### src/rtl/avalon_bus_arbiter.sv
// Two-master Avalon-MM arbiter sharing one slave, with a wait-cycle timeout abort.
// Define ARB_ROUND_ROBIN_EN for a toggling priority pointer; otherwise master 1 has fixed priority.
module avalon_bus_arbiter #(
  parameter int TIMEOUT = 255
) (
  input  logic        clk,
  input  logic        reset,
  input  logic [31:0] m0_address,
  input  logic        m0_read,
  input  logic        m0_write,
  input  logic [31:0] m0_writedata,
  input  logic [3:0]  m0_byteenable,
  output logic        m0_waitrequest,
  output logic [31:0] m0_readdata,
  input  logic [31:0] m1_address,
  input  logic        m1_read,
  input  logic        m1_write,
  input  logic [31:0] m1_writedata,
  input  logic [3:0]  m1_byteenable,
  output logic        m1_waitrequest,
  output logic [31:0] m1_readdata,
  output logic [31:0] s_address,
  output logic        s_read,
  output logic        s_write,
  output logic [31:0] s_writedata,
  output logic [3:0]  s_byteenable,
  input  logic        s_waitrequest,
  input  logic [31:0] s_readdata,
  output logic [1:0]  grant,
  output logic        timeout_err
);

  // state | meaning
  // IDLE  | no owner, arbitrate pending requests
  // OWN0  | master 0 drives the slave
  // OWN1  | master 1 drives the slave
  // ABORT | one-cycle error response to the timed-out owner
  typedef enum logic [1:0] {IDLE, OWN0, OWN1, ABORT} state_t;

  localparam logic [8:0]  TIMEOUT_W  = TIMEOUT[8:0];
  localparam logic [31:0] ABORT_DATA = 32'hDEAD_BEEF;

  state_t     state_q, state_d;
  logic [8:0] wait_cnt_q, wait_cnt_d;
  logic       abort_owner_q, abort_owner_d;
  logic       req0, req1, own_req, win1;
  logic [8:0] wait_inc;

  assign req0     = m0_read | m0_write;
  assign req1     = m1_read | m1_write;
  assign own_req  = (state_q == OWN1) ? req1 : req0;
  assign wait_inc = wait_cnt_q + 9'd1;

`ifdef ARB_ROUND_ROBIN_EN
  logic ptr_q, ptr_d;
  logic xfer_end;

  assign win1 = req1 & (~req0 | ptr_q);
  // In an owned state with the request held, any state change is a completion or abort.
  assign xfer_end = ((state_q == OWN0) || (state_q == OWN1)) && own_req && (state_d != state_q);
  assign ptr_d    = ptr_q ^ xfer_end;
`else
  assign win1 = req1;
`endif

  always_ff @(posedge clk) begin
    if (!reset) begin
      state_q       <= IDLE;
      wait_cnt_q    <= '0;
      abort_owner_q <= 1'b0;
`ifdef ARB_ROUND_ROBIN_EN
      ptr_q         <= 1'b0;
`endif
    end else begin
      state_q       <= state_d;
      wait_cnt_q    <= wait_cnt_d;
      abort_owner_q <= abort_owner_d;
`ifdef ARB_ROUND_ROBIN_EN
      ptr_q         <= ptr_d;
`endif
    end
  end

  always_comb begin
    state_d        = state_q;
    wait_cnt_d     = wait_cnt_q;
    abort_owner_d  = abort_owner_q;
    s_address      = '0;
    s_read         = 1'b0;
    s_write        = 1'b0;
    s_writedata    = '0;
    s_byteenable   = '0;
    m0_waitrequest = 1'b1;
    m0_readdata    = '0;
    m1_waitrequest = 1'b1;
    m1_readdata    = '0;
    grant          = 2'b00;
    timeout_err    = 1'b0;

    case (state_q)
      IDLE: begin
        if (req0 | req1) begin
          state_d    = win1 ? OWN1 : OWN0;
          wait_cnt_d = '0;
        end
      end
      OWN0, OWN1: begin
        if (!own_req) begin
          state_d = IDLE;
        end else if (!s_waitrequest) begin
          state_d = IDLE;
        end else if (wait_inc == TIMEOUT_W) begin
          state_d       = ABORT;
          wait_cnt_d    = wait_inc;
          abort_owner_d = (state_q == OWN1);
        end else begin
          wait_cnt_d = wait_inc;
        end

        if (state_q == OWN0) begin
          grant        = 2'b01;
          s_address    = m0_address;
          s_read       = m0_read;
          s_write      = m0_write & ~m0_read;
          s_writedata  = m0_writedata;
          s_byteenable = m0_byteenable;
          if (req0) begin
            m0_waitrequest = s_waitrequest;
            m0_readdata    = s_readdata;
          end
        end else begin
          grant        = 2'b10;
          s_address    = m1_address;
          s_read       = m1_read;
          s_write      = m1_write & ~m1_read;
          s_writedata  = m1_writedata;
          s_byteenable = m1_byteenable;
          if (req1) begin
            m1_waitrequest = s_waitrequest;
            m1_readdata    = s_readdata;
          end
        end
      end
      ABORT: begin
        state_d     = IDLE;
        timeout_err = 1'b1;
        if (abort_owner_q) begin
          m1_waitrequest = 1'b0;
          m1_readdata    = ABORT_DATA;
        end else begin
          m0_waitrequest = 1'b0;
          m0_readdata    = ABORT_DATA;
        end
      end
      default: state_d = IDLE;
    endcase
  end

endmodule

### config.mk
export PLATFORM = sky130hd
export DESIGN_NAME = avalon_bus_arbiter
export DESIGN_NICKNAME = d
export VERILOG_FILES = /design/src/rtl/avalon_bus_arbiter.sv
export SDC_FILE = /design/constraint.sdc
export NUM_CORES = 1
export LEC_CHECK = 0
export ABC_AREA = 1
export CAP_MARGIN = 5
export CORE_AREA = 2 2 123 125
export CTS_CLUSTER_SIZE = 8
export DETAILED_ROUTE_END_ITERATION = 8
export DIE_AREA = 0 0 125 127
export DONT_BUFFER_PORTS = 1
export SYNTH_ARGS = -nofsm -noshare
export SYNTH_HDL_FRONTEND = slang
export SYNTH_SLANG_ARGS = --single-unit
export TNS_END_PERCENT = 10
### constraint.sdc
create_clock -name clk -period 2.7 [get_ports clk]
set_clock_uncertainty 0.2 [all_clocks]
set_input_delay 0.675 -clock clk [delete_from_list [all_inputs] [get_ports clk]]
set_output_delay 0.675 -clock clk [all_outputs]
set_load 0.05 [all_outputs]
After elaboration in Yosys (flattened, before gate mapping) --
Cells that the tools add are included.
Word-level totals: register bits 12, bits in latches 0, bits in writable memories 0, bits in read-only memories 0, input bits 175, output and inout bits 139, logic and storage cells 65, memories kept 0
Operators by class: add/subtract/negate cells 1, $mul 0, div/mod/pow operators 0, magnitude comparators 0, equality and inequality tests 8, shift operators 0, mux-type cells 40, bitwise operators 7, reduce and logical (&&, ||, !) cells 6
Operators with widths (number):
- 2-to-1 mux 32 bit | 10
- case mux 32 bit (2 select lines) | 2
- 2-to-1 mux 9 bit | 3
- case mux 9 bit (2 select lines) | 1
- 2-to-1 mux 2 bit | 7
- 2-to-1 mux 1 bit | 12
- adder 9 x 1 -> 9 bit (second input constant) | 1
- == test 9 x 8 -> 1 bit (second input constant) | 1
- 2-to-1 mux 4 bit | 2
- AND reduction 4 bit | 2
- inequality test 2 bit (second input constant) | 3
- case mux 2 bit (3 select lines) | 1
- == test 2 bit (second input constant) | 2
- inequality test 4 bit (second input constant) | 1
- case mux 1 bit (2 select lines) | 2
- OR 1 bit | 3
- bitwise AND 1 bit | 2
- == test 2 x 1 -> 1 bit (second input constant) | 1
- logical NOT 2 bit | 1
- inverter 1 bit | 2
- AND reduction 2 bit | 1
- nonzero test 2 bit | 1
- OR reduction 2 bit | 1

Logic depth before layout (Yosys ltp) --
Gate-level depths: netlist of the first run.
depth in word-level cells 6, mapped depth 12, depth with buffers taken out 12

Worst setup path before layout of the first run --
No wires, ideal clock.
kind reg-to-output, from reg state_q[1], to out m0_readdata[14], arrival 2.679 ns, data required time 1.825 ns, slack -0.854 ns, cell stages (with the launch flop) 8, path through dfxtp_1 -> inv_1 -> ha_1 -> buf_2 -> nand2_1 -> nor2_2 -> inv_1 -> nor3_1
On the way: longest elaborated chain between the ends 3, elaborated cells on any way between the ends 6, those cells by class eq/ne (3); mux (2); reduce/logical (1)
RTL lines:
- start, declared | RTL line 43 | state_t state_q, state_d;
- start signal, assigned | RTL line 75 | state_q <= state_d;
- == test 2 x 1 -> 1 bit / == test 2 bit (equally long branches) | RTL line 100, 120
- 2-to-1 mux 32 bit / OR reduction 2 bit (equally long branches) | RTL line 120, 100
- case mux 32 bit (2 select lines) (*) | RTL line 100 | case (state_q)
- end, declared | RTL line 14 | output logic [31:0] m0_readdata,
Every way passes the cells marked *; elsewhere a longest branch is shown, timed or not.

Final worst setup path of the first run --
from reg state_q[0], to out m1_readdata[29]
On the way: longest elaborated chain between the ends 3, elaborated cells on any way between the ends 6, those cells by class eq/ne (3); mux (2); reduce/logical (1)
RTL lines:
- == test 2 x 1 -> 1 bit / == test 2 bit (equally long branches) | RTL line 100, 120
- 2-to-1 mux 32 bit / OR reduction 2 bit (equally long branches) | RTL line 120, 100
- case mux 32 bit (2 select lines) (*) | RTL line 100
- end, declared | RTL line 21 | output logic [31:0] m1_readdata,
Marked as above.

==> impl_metrics.env, run 1 <==
export IMPL_status="finished with violations"
export IMPL_violations="setup timing"
export IMPL_start_util_pct=17.4
export IMPL_cts_tree="built"
export IMPL_core_mm2=0.0144
export IMPL_multi_input_area_mm2=0.00258
export IMPL_io_pins=314
export IMPL_grt_max_degree=70
export IMPL_grt_pass1_wl_um=19900
export IMPL_ant_nets=0
export IMPL_grt_overflow_total=0
export IMPL_portBuffers=0
export IMPL_cts_inserted_buffers=3
export IMPL_clock_tree_root_cell="clkbuf_16"
export IMPL_crit_chain="buf_4, ha_4, nor2_4, inv_2, nor2_4, clkinvlp_4, buf_12, nor3_4, buf_12"
export IMPL_totalPowerFinal_uw=7720
export IMPL_fin_crit_ns=2.78
export IMPL_route_detailed_drc=0
export IMPL_ir_drop_mv=0.738
export IMPL_timing_slew_headroom_pct=74.9
export IMPL_synth_seq_cells=12
export IMPL_final_cell_area_mm2=0.00627
export IMPL_avgRoutedWirePerCell_um=16.6
export IMPL_muxShareOfSynthArea_pct=0
export IMPL_drt_iter0_markers=285
export IMPL_crit_required_ns=1.82
export IMPL_antenna_found_initial=0
export IMPL_rsz0062_at_grt="yes"
export IMPL_synth_simple_area_share_pct=60.3
export IMPL_seq_area_frac_synth_pct=9.56
export IMPL_ys_warn_count=0
export IMPL_clock_sinks=12
export IMPL_hpwlAfterDp_um=11200
export IMPL_synthCells=507
export IMPL_vias_per_cell=4.75
export IMPL_antenna_cells=0
export IMPL_clk_latency_ns=0.24
export IMPL_crit_path_max_incr_delay_ns=0.34
export IMPL_die_x_um=125
export IMPL_power_leakage_uw=0.00252
export IMPL_fin_crit_sh_pct=103
export IMPL_cp_start_kind="register"
export IMPL_clockBufferDepth=2
export IMPL_final_cells=815
export IMPL_seqCellArea_um2=245
export IMPL_drive_gt1_share_pct=42.3
export IMPL_synth_compound_gate_area_share_pct=14.8
export IMPL_place_congestion=0.853
export IMPL_final_nets=813
export IMPL_routed_wl_um=13500
export IMPL_worst_setup_path_end_kind="output pin"
export IMPL_first_global_vias=3587
export IMPL_fp_dieH_um=127
export IMPL_finalSetupViolations=55
export IMPL_track_usage_pct=15.3
export IMPL_crit_arrival_ns=1.91
export IMPL_cap_violations=0
export IMPL_n_fill_cell=1374
export IMPL_netlist_area_mm2=0.00251
export IMPL_synth_xor_area_share_pct=0.996
export IMPL_die_area_mm2=0.0159
export IMPL_syn_nets=688
export IMPL_dp_cells=804
export IMPL_hold_path_class="reg -> reg"
export IMPL_worstMarginPinSlew_ns=0.375
export IMPL_yosys_area_share_adder_pct=2.99
export IMPL_crit_path_max_fanout=5
export IMPL_synth_top_family_by_area="simple AND/OR/NAND/NOR gates"
export IMPL_path_class="reg -> out"
export IMPL_hold_violations=0
export IMPL_rows=44
export IMPL_drv_slew=0
export IMPL_h_tree_depth=1
export IMPL_vias=3874
export IMPL_synth_distinct_cells=31
export IMPL_critPathSlowestCell="dfxtp_4"
export IMPL_setup_ws_ns=-0.0820
export IMPL_cts_clk_slew_worst_paths_ns=0.04
export IMPL_synthToLayoutAreaGrowth_pct=150
export IMPL_power_density_mw_per_mm2=1230
export IMPL_syn_mean_instance_area_um2=4.96
export IMPL_clock_fmax_mhz=359
export IMPL_dpl_instance_area_mm2=0.00610
export IMPL_firstDrtPassIters=4
[cells in the mapped netlist]
cell type | n | share of area [%]
nand3_1 | 81 | 16
buf_1 | 12 | 1.8
or2_2 | 1 | 0.25
inv_2 | 4 | 0.60
buf_4 | 5 | 1.5
a21oi_1 | 60 | 12
nand3b_1 | 2 | 0.60
o2111ai_1 | 1 | 0.35
nor3_2 | 1 | 0.40
nor2_4 | 5 | 2.2
nand2_1 | 218 | 33
ha_1 | 6 | 3.0
o21bai_1 | 1 | 0.30
nor2_1 | 11 | 1.6
clkbuf_1 | 16 | 2.4
buf_2 | 6 | 1.2
nand2_2 | 4 | 1.0
inv_1 | 26 | 3.9
xnor2_2 | 1 | 0.65
o21ai_0 | 4 | 0.80
nor2_2 | 3 | 0.75
a31oi_1 | 1 | 0.25
nor3_1 | 16 | 3.2
o22ai_1 | 1 | 0.25
o21bai_2 | 1 | 0.45
nand4_1 | 3 | 0.75
o31ai_1 | 1 | 0.30
dfxtp_1 | 12 | 9.6
xor2_1 | 1 | 0.35
o21ai_1 | 1 | 0.20
nand3_2 | 2 | 0.80
[path summary, 6_finish.rpt]
check | from | to | slack (ns) | cells past startpoint
hold / removal | wait_cnt_q[8]$_SDFFE_PN0P_ | wait_cnt_q[8]$_SDFFE_PN0P_ | 0.28 | 2
setup / recovery | state_q[0]$_SDFFE_PN0P_ | m1_readdata[29] | -0.08 | 9
setup reg to reg | state_q[1]$_SDFFE_PN0P_ | wait_cnt_q[0]$_SDFFE_PN0P_ | 0.45 | 9
hold reg to reg | wait_cnt_q[8]$_SDFFE_PN0P_ | wait_cnt_q[8]$_SDFFE_PN0P_ | 0.28 | 2
[state kept, by name, indices dropped and copies added, names as in the netlist]
signal         cells
state_q            2
abort_owner_q      1
wait_cnt_q         9
[worst max-delay path: cells and delay by family (launching register included)]
| kind | cells | cell delay (ns) |
|---|---|---|
| simple gates | 3 | 0.43 |
| fa+ha+maj | 1 | 0.18 |
| buf+inv | 5 | 0.71 |
| flops | 1 | 0.34 |
[metrics by stage]
stage	TNS [ns]	hold slack (ns)	utilization, %	setup slack, ns
floorplan	-1.39	0.249	-	-0.0654
global placement	0	0.262	42.3	0.0753
detailed placement	0	0.272	42.3	0.0296
CTS	-4.52	0.281	43.2	-0.203
global route	-7.21	0.319	43.5	-0.163
finish	-1.63	0.281	43.5	-0.0820
[power by group]
part | leakage [uW] | total, uW | internal [uW] | switching [uW]
clock | 0.0000382 | 276 | 199 | 77.5
sequential | 0.0000982 | 212 | 197 | 14.4
combinational | 0.00238 | 7240 | 2870 | 4370
[layout make-up]
| cell class | count | share of cell area, % |
|---|---|---|
| flip-flops and latches | 12 | 3.91 |
| repair buffers | 159 | 48.1 |
| well taps | 184 | 3.67 |
| multi-input cells | 426 | 41.1 |
| clock buffers | 4 | 1.26 |
| inverters | 30 | 1.91 |
[per-layer routing]
layer	up-vias	share of wire [%]	GRT usage, %
met3	17	8.3	3.85
li1	1897	-	-
met2	188	52	27.4
met1	1772	39	18.7
met5	-	0	0
met4	0	1.6	2.88
[timing repair]
| action | in CTS | in global routing |
|---|---|---|
| setup endpoints to repair | 67 | 83 |
| setup buffers | 4 | 3 |
| hold buffers | 0 | 0 |
| resized for setup | 5 | 7 |
| pin swaps | 5 | 4 |
[kinds of logic (layout without fill, tap and decap cells)]
group           Yosys count  in the layout
flops                    12             12
fa+ha+maj                 6              6
simple gates            347            347
buf+inv                  69            193
compound gates           71             71
xor+xnor                  2              2
[cells in the final DEF, fill, tap and decap left out, types with 3 or more instances in the layout]
cell type  count
nor3_4        16
buf_12       145
nor2_4         6
inv_1         22
buf_4         12
a21oi_4       22
a21oi_2       26
nand2_1      209
nor2_1        11
clkbuf_16      3
dfxtp_1       10
a21oi_1       12
ha_1           3
inv_2          6
o21ai_0        3
nand4_1        3
nand3_1       81
nand2_2       12
(Power assumes the default switching activity.)
==> inputs of run 2 (changes only) <==
clock period = 3.45 ns   (was 2.7 ns; I/O delays follow)
==> run 2 against run 1 <==
The run now ends clean. Sequential cell count did not move. Design area fell by 25%. Worst setup slack improved by 0.19 ns. Total power fell by 32%. Utilization fell by 11 points. Wire length fell by 2.6%. Sequential power fell by 21%. Die area did not move. Clock-buffer cell count did not move. Non-clock buffer count fell by 13. Critical endpoint is now m0_readdata[4]. Largest power group unchanged. Highest routed layer unchanged.
==> impl_metrics.env, run 2 (same netlist as run 1, synthesis figures left out) <==
export IMPL_fp_dieH_um=127
export IMPL_totalPowerFinal_uw=5270
export IMPL_crit_required_ns=2.39
export IMPL_fin_crit_ns=3.34
export IMPL_rows=44
export IMPL_n_fill_cell=1511
export IMPL_hold_violations=0
export IMPL_final_nets=800
export IMPL_worstPathBufferInverterCount=4
export IMPL_clock_sinks=12
export IMPL_power_frac_comb_pct=92.3
export IMPL_status="finished, final reports clean"
export IMPL_final_common_cell="nand2_1"
export IMPL_hold_path_class="reg -> reg"
export IMPL_cts_tree="built"
export IMPL_seq_power_share_pct=3.2
export IMPL_grtUsageMet1_pct=18.7
export IMPL_crit_path_max_incr_delay_ns=0.41
export IMPL_route_detailed_drc=0
export IMPL_p_int_uw=2120
export IMPL_h_tree_depth=1
export IMPL_start_util_pct=17.4
export IMPL_grt_overflow_total=0
export IMPL_largest_register_ffs=9
export IMPL_power_density_mw_per_mm2=1120
export IMPL_avgRoutedWirePerCell_um=16.4
export IMPL_crit_path_max_fanout=24
export IMPL_clkPwrFrac_pct=4.5
export IMPL_sw_frac_of_total_pct=59.7
export IMPL_vias_per_cell=4.71
export IMPL_drive_gt1_share_pct=28.5
export IMPL_die_area_mm2=0.0159
export IMPL_grt_pass1_wl_um=19200
export IMPL_routed_wl_um=13100
export IMPL_timing_slew_headroom_pct=54.2
export IMPL_place_congestion=0.861
export IMPL_cap_violations=0
export IMPL_clock_tree_root_cell="clkbuf_16"
export IMPL_hpwlAfterDp_um=10600
export IMPL_top_regs="wait_cnt_q (9), state_q (2), abort_owner_q (1)"
export IMPL_firstDrtPassIters=5
export IMPL_cts_inserted_buffers=3
export IMPL_crit_chain="inv_1, ha_2, nand2_1, nor2_2, buf_4, inv_1, nor3_1, buf_4"
export IMPL_ir_drop_mv=0.601
export IMPL_power_switching_uw=3140
export IMPL_clk_latency_ns=0.24
export IMPL_clock_fmax_mhz=300
export IMPL_critPathTopFamily="buffers and inverters"
export IMPL_clockBufferDepth=2
export IMPL_track_usage_pct=14.7
export IMPL_grt_busiest_layer="met2"
export IMPL_power_leakage_uw=0.00214
export IMPL_seqCellArea_um2=240
export IMPL_antenna_cells=0
export IMPL_first_global_vias=3262
export IMPL_finalSetupViolations=0
export IMPL_multi_input_area_mm2=0.00201
export IMPL_antenna_found_initial=0
export IMPL_io_pins=314
export IMPL_ant_nets=0
export IMPL_largest_register="wait_cnt_q"
export IMPL_portBuffers=0
export IMPL_worstMarginPinSlew_ns=0.687
export IMPL_drv_slew=0
export IMPL_die_x_um=125
export IMPL_grt_max_degree=74
export IMPL_cts_clk_slew_worst_paths_ns=0.04
export IMPL_critPathSlowestCell="dfxtp_1"
export IMPL_setup_tns_ns=0
export IMPL_cp_start_kind="register"
export IMPL_synthToLayoutAreaGrowth_pct=86.9
export IMPL_core_mm2=0.0144
export IMPL_use_met2_pct=24.9
export IMPL_rsz0062_at_grt="yes"
export IMPL_crit_arrival_ns=2.28
export IMPL_layout_common_cells="nand2_1, nand3_1, buf_12"
export IMPL_met3_usage_pct=4.69
export IMPL_fin_crit_sh_pct=96.8
export IMPL_vias=3777
export IMPL_drt_iter0_markers=256
export IMPL_path_class="reg -> out"
export IMPL_worst_setup_path_end_kind="output pin"
## run 2: worst reg2reg max path, cell delays in order, from the launching register on
cell and delay, ns:
dfxtp_1 0.35, inv_1 0.10, ha_1 0.60, inv_1 0.14
nand2_1 0.10, nand4_1 0.20, o21ai_0 0.17, nand2_2 0.17
o21ai_0 0.18, a21oi_1 0.05
## run 2: power by group through the flow
stage / Clock (uW) / Combinational (uW) / Sequential (uW)
finish: 236 / 4860 / 167
global route: 247 / 5080 / 171
CTS: 244 / 4870 / 168
detailed placement: 0 / 4860 / 170
global placement: 0 / 4840 / 168
floorplan: 0 / 2720 / 165
## run 2: per-stage QoR
step	area [um^2]	instances	setup slack [ns]	util, %	hold slack, ns
after floorplan	2510	507	-0.292	-	0.249
after global placement	4590	796	0.450	31.8	0.261
after detailed placement	4590	796	0.354	31.8	0.265
after CTS	4680	800	0.0900	32.4	0.272
after global routing	4700	802	-0.0269	32.6	0.317
final	4700	802	0.112	32.6	0.271
## run 2: timing repair
action | CTS | global route
hold endpoints to repair | 0 | 0
hold buffers | 0 | 0
setup endpoints to repair | 0 | 22
buffers inserted | 0 | 2
resized for setup | 0 | 1
## run 2: final cells by class
class | instances | area share (%)
Tap cell | 184 | 4.90
Sequential cell | 12 | 5.11
Multi-Input combinational cell | 426 | 42.8
Timing Repair Buffer | 146 | 42.8
Inverter | 30 | 2.40
Clock buffer | 4 | 1.89
## run 2: worst paths after layout
path / slack, ns / start / to / depth (start not counted)
hold / removal: 0.27 / wait_cnt_q[8]$_SDFFE_PN0P_ / wait_cnt_q[8]$_SDFFE_PN0P_ / 2
hold reg to reg: 0.27 / wait_cnt_q[8]$_SDFFE_PN0P_ / wait_cnt_q[8]$_SDFFE_PN0P_ / 2
setup reg to reg: 1.07 / state_q[0]$_SDFFE_PN0P_ / wait_cnt_q[0]$_SDFFE_PN0P_ / 9
setup / recovery: 0.11 / state_q[0]$_SDFFE_PN0P_ / m0_readdata[4] / 8
## run 2: layer usage
layer  up-vias  routed length, um  share of wire [%]
li1       1868                  -                  -
met1      1718               5200                 40
met2       181               6590                 50
met3        10               1150                8.8
met4         0                200                1.5
met5         -                  0                  0
==> inputs of run 3 (changes only) <==
CORE_AREA = 2 2 120 122   (was 2 2 123 125)
DIE_AREA = 0 0 122 124   (was 0 0 125 127)
==> run 3 against run 2 <==
Maximum frequency is 1.4% higher. Worst hold slack better by 0.0088 ns. Register-to-register slack better by 0.24 ns. Critical path depth is 1 higher. Clock power hardly changed. Final cell count is 0.50% lower. Critical endpoint is now m1_readdata[17]. Largest cell class unchanged.
==> impl_metrics.env, run 3 (same netlist as run 1, synthesis figures left out) <==
export IMPL_fin_crit_sh_pct=95.5
export IMPL_fp_dieH_um=124
export IMPL_antenna_found_initial=0
export IMPL_portBuffers=0
export IMPL_power_density_mw_per_mm2=1120
export IMPL_dpl_instance_area_mm2=0.00456
export IMPL_hpwlAfterDp_um=10200
export IMPL_avgRoutedWirePerCell_um=15.8
export IMPL_worstPathBufferInverterCount=5
export IMPL_power_leakage_uw=0.00213
export IMPL_grt_max_degree=70
export IMPL_drv_slew=0
export IMPL_h_tree_depth=1
export IMPL_largest_register_ffs=9
export IMPL_worstMarginPinSlew_ns=0.551
export IMPL_die_area_mm2=0.0151
export IMPL_clock_sinks=12
export IMPL_cts_clk_slew_worst_paths_ns=0.04
export IMPL_route_detailed_drc=0
export IMPL_reg2reg_slack_ns=1.31
export IMPL_timing_slew_headroom_pct=63.1
export IMPL_grt_pass1_wl_um=16700
export IMPL_start_util_pct=18.3
export IMPL_hold_path_end="wait_cnt_q[8]$_SDFFE_PN0P_"
export IMPL_setup_tns_ns=0
export IMPL_layout_common_cells="nand2_1, nand3_1, buf_4"
export IMPL_track_usage_pct=13.8
export IMPL_regToRegStartpoint="state_q[1]$_SDFFE_PN0P_"
export IMPL_firstDrtPassIters=4
export IMPL_cts_inserted_buffers=3
export IMPL_cap_violations=0
export IMPL_die_x_um=122
export IMPL_clk_latency_ns=0.24
export IMPL_grt_overflow_total=0
export IMPL_vias_per_cell=4.75
export IMPL_antenna_cells=0
export IMPL_rows=43
export IMPL_finalSetupViolations=0
export IMPL_critPathSlowestCell="ha_2"
export IMPL_whs_path_depth=2
export IMPL_worst_setup_path_end_kind="output pin"
export IMPL_cts_hold_buf=0
export IMPL_ant_nets=0
export IMPL_final_common_cell="nand2_1"
export IMPL_crit_path_max_fanout=13
export IMPL_crit_arrival_ns=2.23
export IMPL_cts_tree="built"
export IMPL_hold_path_class="reg -> reg"
export IMPL_final_cell_area_mm2=0.00467
export IMPL_r2r_end="wait_cnt_q[0]$_SDFFE_PN0P_"
export IMPL_hold_violations=0
export IMPL_crit_path_max_incr_delay_ns=0.42
export IMPL_clockBufferDepth=2
export IMPL_critPathTopFamily="buffers and inverters"
export IMPL_crit_required_ns=2.39
export IMPL_drt_iter0_markers=344
export IMPL_hold_worst_slack_ns=0.280
export IMPL_path_class="reg -> out"
export IMPL_first_global_vias=3133
export IMPL_fin_crit_ns=3.29
export IMPL_routed_wl_um=12600
export IMPL_hp_start="wait_cnt_q[8]$_SDFFE_PN0P_"
export IMPL_place_congestion=0.853
export IMPL_drive_gt1_share_pct=28.8
export IMPL_io_pins=314
export IMPL_crit_top_cell="inv_2"
export IMPL_post_cts_setup_buffers=0
export IMPL_status="finished, final reports clean"
export IMPL_ir_drop_mv=0.448
export IMPL_core_mm2=0.0137
export IMPL_top_regs="wait_cnt_q (9), state_q (2), abort_owner_q (1)"
export IMPL_clock_fmax_mhz=304
export IMPL_post_route_util_pct=34.1
export IMPL_synthToLayoutAreaGrowth_pct=85.9
export IMPL_clock_tree_root_cell="clkbuf_16"
export IMPL_largest_register="wait_cnt_q"
export IMPL_worstRegToRegCells=7
export IMPL_vias=3787
export IMPL_cp_start_kind="register"
export IMPL_crit_chain="inv_1, ha_2, inv_2, nor2_4, inv_2, nor2_4, inv_2, nor3_1, buf_4"
export IMPL_final_nets=800
export IMPL_rsz0062_at_grt="yes"
[run 3: cell types whose count changed in the layout (fill, tap and decap cells not counted)]
cell | previous run | this run
buf_4 | 72 | 73
dfxtp_2 | 0 | 1
buf_12 | 73 | 71
a21oi_1 | 60 | 59
inv_2 | 4 | 5
inv_1 | 26 | 25
nor2_4 | 5 | 6
nor3_2 | 3 | 2
dfxtp_1 | 12 | 11
nor3_1 | 14 | 15
a21oi_2 | 0 | 1
[run 3: report_power, final]
part           switching [uW]  leakage (uW)  internal [uW]
Sequential               16.0     0.0000976            152
Clock                    60.8     0.0000442            175
Combinational            3060       0.00199           1760
Total                    3130       0.00213           2090
[run 3: cell type report]
cell class | count | area, um^2
clock buffer | 4 | 88.8
tap | 180 | 225
inverter | 30 | 113
timing repair buffer | 145 | 1980
fill | 1451 | 9050
multi-input combinational | 427 | 2020
sequential | 12 | 241
[run 3: worst max path at each step]
stage,startpoint,end,depth (start not counted),slack [ns]
floorplan,state_q[1]$_SDFFE_PN0P_,m0_readdata[14],7,-0.29
global placement,state_q[0]$_SDFFE_PN0P_,m1_readdata[8],9,0.22
detailed placement,state_q[0]$_SDFFE_PN0P_,m1_readdata[17],9,0.12
CTS,state_q[0]$_SDFFE_PN0P_,m1_readdata[17],9,0.03
global route,state_q[1]$_SDFFE_PN0P_,m1_readdata[29],9,-0.02
finish,state_q[1]$_SDFFE_PN0P_,m1_readdata[17],9,0.16
[run 3: per-layer routing]
metal  global-route usage (%)  wire length [um]  vias up
li1                         -                 -     1871
met4                     2.30               153        0
met1                     17.1              4710     1712
met3                     3.25              1240       15
met2                     24.7              6480      189
met5                        0                 0        -
[run 3: per-stage QoR]
stage | setup WS (ns) | std cells | power [uW]
CTS | 0.0327 | 798 | 5240
global placement | 0.222 | 793 | 4950
global route | -0.0206 | 798 | 5460
detailed placement | 0.115 | 793 | 4980
floorplan | -0.292 | 507 | 2890
finish | 0.157 | 798 | 5220
[run 3: what timing repair did]
| action | CTS | global route |
|---|---|---|
| pin swaps | 1 | 1 |
| hold endpoints to repair | 0 | 0 |
| gates resized for setup | 0 | 5 |
| cloned | 1 | 0 |
| setup endpoints to repair | 8 | 42 |
[run 3: worst register-to-register path: cells and delay by family (launching register included)]
family          cells  cell delay, ns
compound gates      3            0.48
buf+inv             2            0.30
simple gates        1            0.17
fa+ha+maj           1            0.54
flops               1            0.33
